===== src/rtl/instr_fetch_unit.sv =====
// instr_fetch_unit
//   Fetch stage feeding the controller/datapath of the single-cycle core.
//   Owns the PC, requests one instruction at a time from a variable-latency
//   instruction memory, holds it until the execute side consumes it, and
//   applies the execute side's redirect (i_pcsrc/i_pctarget) at consume time.
//
//   Ports:
//     i_clk, i_rst             clock, asynchronous active-high reset
//     o_imem_valid/i_imem_ready, o_imem_addr
//                              request channel (address = current PC)
//     i_imem_rvalid/i_imem_rdata
//                              response channel
//     o_instr_valid/i_instr_ready, o_instr, o_pc, o_pcplus4
//                              held instruction towards execute
//     o_op, o_funct3, o_funct7b5
//                              decode fields sliced from o_instr
//     i_pcsrc, i_pctarget      redirect, sampled only when consumed
//     o_misalign               (IFETCH_MISALIGN_TRAP_EN only) sticky trap flag
//
//   Build option: define IFETCH_MISALIGN_TRAP_EN to trap on a redirect to a
//   target whose bits [1:0] are non-zero; the unit then halts until reset.
module instr_fetch_unit #(
  parameter int unsigned     XLEN     = 32,
  parameter logic [XLEN-1:0] RESET_PC = '0
) (
  input  logic            i_clk,
  input  logic            i_rst,
  output logic            o_imem_valid,
  input  logic            i_imem_ready,
  output logic [XLEN-1:0] o_imem_addr,
  input  logic            i_imem_rvalid,
  input  logic [XLEN-1:0] i_imem_rdata,
  output logic            o_instr_valid,
  input  logic            i_instr_ready,
  output logic [XLEN-1:0] o_instr,
  output logic [6:0]      o_op,
  output logic [2:0]      o_funct3,
  output logic            o_funct7b5,
  output logic [XLEN-1:0] o_pc,
  output logic [XLEN-1:0] o_pcplus4,
`ifdef IFETCH_MISALIGN_TRAP_EN
  output logic            o_misalign,
`endif
  input  logic            i_pcsrc,
  input  logic [XLEN-1:0] i_pctarget
);

  localparam logic [XLEN-1:0] NOP = XLEN'(32'h0000_0013);

  typedef enum logic [1:0] {
    S_REQ  = 2'd0,
    S_WAIT = 2'd1,
    S_HOLD = 2'd2,
    S_HALT = 2'd3
  } state_t;

  state_t          state_q, state_d;
  logic [XLEN-1:0] pc_q, pc_d;
  logic [XLEN-1:0] instr_q, instr_d;
  logic [XLEN-1:0] instr_pc_q, instr_pc_d;
  logic            instr_valid_q, instr_valid_d;
`ifdef IFETCH_MISALIGN_TRAP_EN
  logic            misalign_q, misalign_d;
`endif

  always_ff @(posedge i_clk or posedge i_rst) begin
    if (i_rst) begin
      state_q       <= S_REQ;
      pc_q          <= RESET_PC;
      instr_q       <= NOP;
      instr_pc_q    <= RESET_PC;
      instr_valid_q <= 1'b0;
`ifdef IFETCH_MISALIGN_TRAP_EN
      misalign_q    <= 1'b0;
`endif
    end else begin
      state_q       <= state_d;
      pc_q          <= pc_d;
      instr_q       <= instr_d;
      instr_pc_q    <= instr_pc_d;
      instr_valid_q <= instr_valid_d;
`ifdef IFETCH_MISALIGN_TRAP_EN
      misalign_q    <= misalign_d;
`endif
    end
  end

  always_comb begin
    state_d       = state_q;
    pc_d          = pc_q;
    instr_d       = instr_q;
    instr_pc_d    = instr_pc_q;
    instr_valid_d = instr_valid_q;
`ifdef IFETCH_MISALIGN_TRAP_EN
    misalign_d    = misalign_q;
`endif
    case (state_q)
      S_REQ: begin
        if (i_imem_ready) state_d = S_WAIT;
      end
      S_WAIT: begin
        if (i_imem_rvalid) begin
          instr_d       = i_imem_rdata;
          instr_pc_d    = pc_q;
          instr_valid_d = 1'b1;
          state_d       = S_HOLD;
        end
      end
      S_HOLD: begin
        if (i_instr_ready) begin
          pc_d          = i_pcsrc ? i_pctarget : pc_q + XLEN'(4);
          instr_valid_d = 1'b0;
          state_d       = S_REQ;
`ifdef IFETCH_MISALIGN_TRAP_EN
          if (i_pcsrc && (i_pctarget[1:0] != 2'b00)) begin
            misalign_d = 1'b1;
            state_d    = S_HALT;
          end
`endif
        end
      end
`ifdef IFETCH_MISALIGN_TRAP_EN
      S_HALT: begin
        // Terminal until reset; pc_q keeps the offending target.
      end
`endif
      default: state_d = S_REQ;
    endcase
  end

  // State is already S_REQ during reset, so the request must be gated by
  // i_rst itself to stay low while reset is held.
  assign o_imem_valid  = (state_q == S_REQ) && !i_rst;
  assign o_imem_addr   = pc_q;
  assign o_instr_valid = instr_valid_q;
  assign o_instr       = instr_q;
  assign o_op          = instr_q[6:0];
  assign o_funct3      = instr_q[14:12];
  assign o_funct7b5    = instr_q[30];
  assign o_pc          = instr_pc_q;
  assign o_pcplus4     = instr_pc_q + XLEN'(4);
`ifdef IFETCH_MISALIGN_TRAP_EN
  assign o_misalign    = misalign_q;
`endif

endmodule


===== config.mk =====
export PLATFORM = sky130hd
export DESIGN_NAME = instr_fetch_unit
export DESIGN_NICKNAME = d
export VERILOG_FILES = /design/src/rtl/instr_fetch_unit.sv
export SDC_FILE = /design/constraint.sdc
export NUM_CORES = 1
export LEC_CHECK = 0
export CORE_MARGIN = 3
export CORE_UTILIZATION = 25
export DETAILED_ROUTE_END_ITERATION = 10
export PLACE_DENSITY_LB_ADDON = 0.25
export SLEW_MARGIN = 20
export SYNTH_ARGS = -nofsm -noshare
export SYNTH_HDL_FRONTEND = slang
export SYNTH_SLANG_ARGS = --single-unit

===== constraint.sdc =====
create_clock -name i_clk -period 4.05 [get_ports i_clk]
set_input_delay 0.405 -clock i_clk [delete_from_list [all_inputs] [get_ports i_clk]]
set_output_delay 0.405 -clock i_clk [all_outputs]
set_load 0.02 [all_outputs]

Word level (Yosys, flattened, before mapping). Cells that the tools add are included.

Register bits: 99. Output and inout bits: 141.

Reductions and logical operators: 8. Add/subtract/negate cells: 2. Multiplexer cells: 8. Equal/unequal tests: 5.

Operators by type and width (count): 32-bit by 3-bit adder with 32-bit output (second input constant) (2); 32-bit 2-to-1 mux (1); 2-bit 2-to-1 mux (3); 2-bit != test (second input constant) (3); 2-bit case mux with 3 select lines (1); 3-bit AND reduction (2); 2-bit AND reduction (2); 2-bit by 1-bit == test with 1-bit output (second input constant) (1); 2-bit == test (second input constant) (1); 2-bit logical NOT (1); 1-bit 2-to-1 mux (2); 1-bit case mux with 2 select lines (1); 2-bit nonzero test (1); 1-bit logical AND (1); 1-bit logical NOT (1).

Depth between registers and ports, before layout.
Depth after elaboration: 3. Mapped depth: 7. Depth with buffers taken out: 6.

Worst setup path before layout. Ideal clock, no wire load.

Path type: register to output. From: register instr_pc_q[10] (netlist: o_pc[10]). To: output port o_pcplus4[31]. Path slack: 1.775 ns. Data arrival time: 1.870 ns. Cell stages (with the launch flop): 6. Buffers on the path: 0. Data required time: 3.645 ns. Path through: dfrtp_1 > and3_1 > nand3_1 > nor4_1 > nand4_1 > xnor2_1.

Cells in the longest elaborated chain, start to end: 1.

RTL lines: start, declared (RTL line 60) `logic [XLEN-1:0] instr_pc_q, instr_pc_d;`; start signal, assigned (RTL line 80) `instr_pc_q <= instr_pc_d;`; 32-bit by 3-bit adder with 32-bit output (RTL line 141) `assign o_pcplus4 = instr_pc_q + XLEN'(4);`; end, declared (RTL line 40) `output logic [XLEN-1:0] o_pcplus4,`.

Every way passes these cells.

Worst setup path after layout.
From: register instr_pc_q[5] (netlist: o_pc[5]). To: output port o_pcplus4[31].

The elaborated chain is that of the path after synthesis.

==> flow_summary.yaml <==
clock_tree:
  clk_latency_ns: 0.35
  h-tree-depth: 3
  cts_buffers: 9
  postCtsSetupBuffers: 0
  numClockSinks: 99
  cts_root_buf: "clkbuf_16"
  cts_tree: "yes"
  clk_path_buf_depth: 2
  cts-resized-gates: 0
  path_clk_slew_ns: 0.07
  hold_buffers: 0
layout:
  drive_above_1_share_pct: 14.1
  utilization_pct: 39.0
  area_delta_synth_final_pct: 50.3
  antenna_cells: 0
  instances_no_fill: 951
  fillerInstances: 1958
  nets: 753
yosys:
  synth_cell_type_count: 53
  synth-edff-count: 0
  ys_ff_latch: 99
  syn_inst: 492
  syn-num-nets: 564
  seq_area_frac_synth_pct: 48.4
  yosysTopAreaCell: "dfrtp_1"
  synth_top_flop_cell: "dfrtp_1"
  syn_area_sq_um: 5130
  syn_avg_cell_area_sq_um: 10.4
  synth-async-reset-ratio_pct: 100
  ys_top_cells_by_area: "dfrtp_1, mux2_2, xnor2_1"
  post-synth-top-area-fraction_pct: 46.8
  synth_warnings: 0
critical_path:
  cp_top_family: "simple AND/OR/NAND/NOR gates"
  arrival_ns: 2.92
  path_cells: "and4_1 -> nand4_1 -> nor4_1 -> nand4_1 -> xnor2_1 -> clkdlybuf4s50_1"
  critPathMostFrequentCell: "nand4_1"
  cp_slowest_cell: "clkdlybuf4s50_1"
  worst-path-buf-inv: 1
  reg2reg_from: "o_imem_addr[3]$_DFFE_PP0P_"
  start_kind: "register"
  cp.required_ns: 3.64
  path_max_fanout: 6
  slowest_delay_ns: 0.64
  cp-end-kind: "output port"
  startpoint: "o_pc[5]$_DFFE_PP0P_"
  crit_type: "register to output port"
timing:
  fin_crit_sh_pct: 82.2
  finalSetupViolCount: 0
  slew_headroom_pct: 36.4
  fmax_mhz: 300
  grt_setup_unrepaired: "false"
  worstMarginPinSlew_ns: 0.953
  final_max_slew_viol_count: 0
  final.setup.worst_slack_ns: 0.721
  fin_crit_ns: 3.33
  hold_viol: 0
  final.setup_skew_ns: 0.00855
  fin_setup_tns_ns: 0
  fin_hold_ws_ns: 0.499
floorplanning:
  die-area_sq_um: 22300
  start_util_pct: 25.9
  dieHeight_um: 149
  top_level_ports: 211
  core_sq_um: 19800
  rows: 51
  chipWidth_um: 149
pwr:
  power_frac_clock_pct: 15.4
  p_sw_share_pct: 40.4
  leakage_nw: 3.00
  power.density_nw_per_um2: 742
  seq_power_share_pct: 34.0
  combPwrFrac_pct: 50.7
  intPower_mw: 3.41
  power.switching_mw: 2.31
  ir_drop_uv: 390
route:
  vias_per_cell: 4.79
  routedWlPerCell_um: 17.2
  ant_nets: 0
  first_pass_iters: 4
  route.detailed.drc: 0
  vias: 4551
  routed_wl_um: 16400
  drt_iter0_markers: 209
worst_hold_path:
  min_path_type: "register to register"
  min_from: "o_instr_valid$_DFFE_PP0P_"
place:
  dp.cells: 935
  port_buffers: 210
  dpl.hpwl_um: 12200
  gp_congestion: 0.809
  place_ws_ns: 1.01
grt:
  grtUsageTotal_pct: 14.5
  grt-ovfl-total: 0
  grt_pass1_wl_um: 25500
  grt_max_degree: 71
  grt_pass1_vias: 4543
  antenna_found_initial: 0
job:
  max_cap_violations: 0
status:
  outcome: "completed"
==> layout make-up <==
class	count	area, sq um	share of cell area (%)
multi-input cells	344	2410	31.2
repair buffers	216	2150	27.8
well taps	265	332	4.30
clock inverters	4	51.3	0.665
clock buffers	12	246	3.20
inverters	11	43.8	0.568
flip-flops and latches	99	2480	32.2
==> worst reg2reg max path, delay by kind of cell (launching register included) <==
family / cells / cell delay, ns
AND/OR/NAND/NOR: 3 / 1.21
flip-flops: 1 / 0.51
AO/OA/AOI/OAI: 2 / 0.24
adder cells (fa/ha/maj): 1 / 0.33
==> power groups by stage <==
stage | Combinational, mW | Clock, mW | Sequential (mW)
2_1_floorplan | 1.06 | 0 | 2.33
3_3_place_gp | 2.92 | 0 | 1.92
3_5_place_dp | 2.93 | 0 | 1.95
4_1_cts | 2.94 | 0.909 | 1.94
5_1_grt | 3.07 | 0.960 | 2.02
6_report | 2.90 | 0.878 | 1.94
==> per-layer routing <==
layer / wire length [um] / share of wire [%] / global-route usage [%]
met3: 1290 / 7.9 / 3.92
met1: 7100 / 43 / 19.4
met5: 0 / 0 / 0
met2: 7750 / 47 / 22.7
met4: 248 / 1.5 / 5.03
==> cells by family (layout without fill, tap and decap cells) <==
| group | Yosys count | in the layout | share of synthesized area, % |
|---|---|---|---|
| adder cells (fa/ha/maj) | 2 | 2 | 0.488 |
| buffers and inverters | 49 | 243 | 4.73 |
| AO/OA/AOI/OAI | 95 | 95 | 11.5 |
| XOR/XNOR | 28 | 28 | 4.78 |
| flip-flops | 99 | 99 | 48.4 |
| AND/OR/NAND/NOR | 155 | 155 | 16.2 |
| multiplexers | 64 | 64 | 14.0 |
==> synthesized netlist by cell type (3+ instances only) <==
cell	count
nand3_1	29
nand2_1	38
mux2_2	61
xor2_1	4
nand4_1	9
and4_1	5
o2bb2ai_1	5
nor3_1	13
inv_1	11
a21oi_1	25
or3_1	5
xnor2_1	24
buf_4	13
o21ai_0	38
nor4_1	6
dfrtp_1	96
and3_1	10
a2bb2oi_1	3
a311oi_1	3
clkbuf_1	20
mux2i_1	3
nor2_1	25
a211oi_1	3
dfstp_2	3
==> worst paths after layout <==
kind	to	slack [ns]	cells after the start
worst max-delay path	o_pcplus4[31]	0.72	6
worst min-delay path	o_instr_valid$_DFFE_PP0P_	0.50	2
worst min register to register	o_instr_valid$_DFFE_PP0P_	0.50	2
max in group asynchronous	o_imem_addr[0]$_DFFE_PP0P_	2.64	3
worst max register to register	o_imem_addr[22]$_DFFE_PP0P_	1.63	6
min in group asynchronous	o_instr[21]$_DFFE_PP0P_	0.55	2
==> placed cells by master, fill, tap and decap left out, types with 2 or more instances in the layout <==
master             n
inv_1             10
a2bb2oi_1          3
a311oi_1           3
a211oi_1           3
ha_1               2
nor4_1             6
nor4b_1            2
and4_1             5
a211o_1            2
dfstp_2            3
mux2i_1            3
nand2_1           38
xnor2_1           24
and3_1            10
a21oi_1           25
clkdlybuf4s50_1  210
clkbuf_16          9
a22oi_1            2
dfrtp_1           96
o2bb2ai_1          5
a31oi_1            2
a32oi_1            2
mux2_2            61
nand3_1           29
buf_4              6
or2_2              2
xor2_1             4
nor2_1            24
clkbuf_1           2
or4_1              2
nor3_1            13
nand3b_1           2
nand4_1            9
or3_1              5
o21ai_0           38
o22ai_1            2
==> registers in the layout, summed over array words and instances (netlist names) <==
register       count
o_imem_addr       32
o_instr           32
o_pc              32
state_q            2
o_instr_valid      1
==> per-stage QoR <==
stage | power [mW] | cell area [sq um]
floorplan | 3.39 | 5130
global placement | 4.84 | 7410
detailed placement | 4.89 | 7410
CTS | 5.79 | 7710
global route | 6.05 | 7710
finish | 5.72 | 7710
No activity file was read; power rests on OpenSTA's default activity.
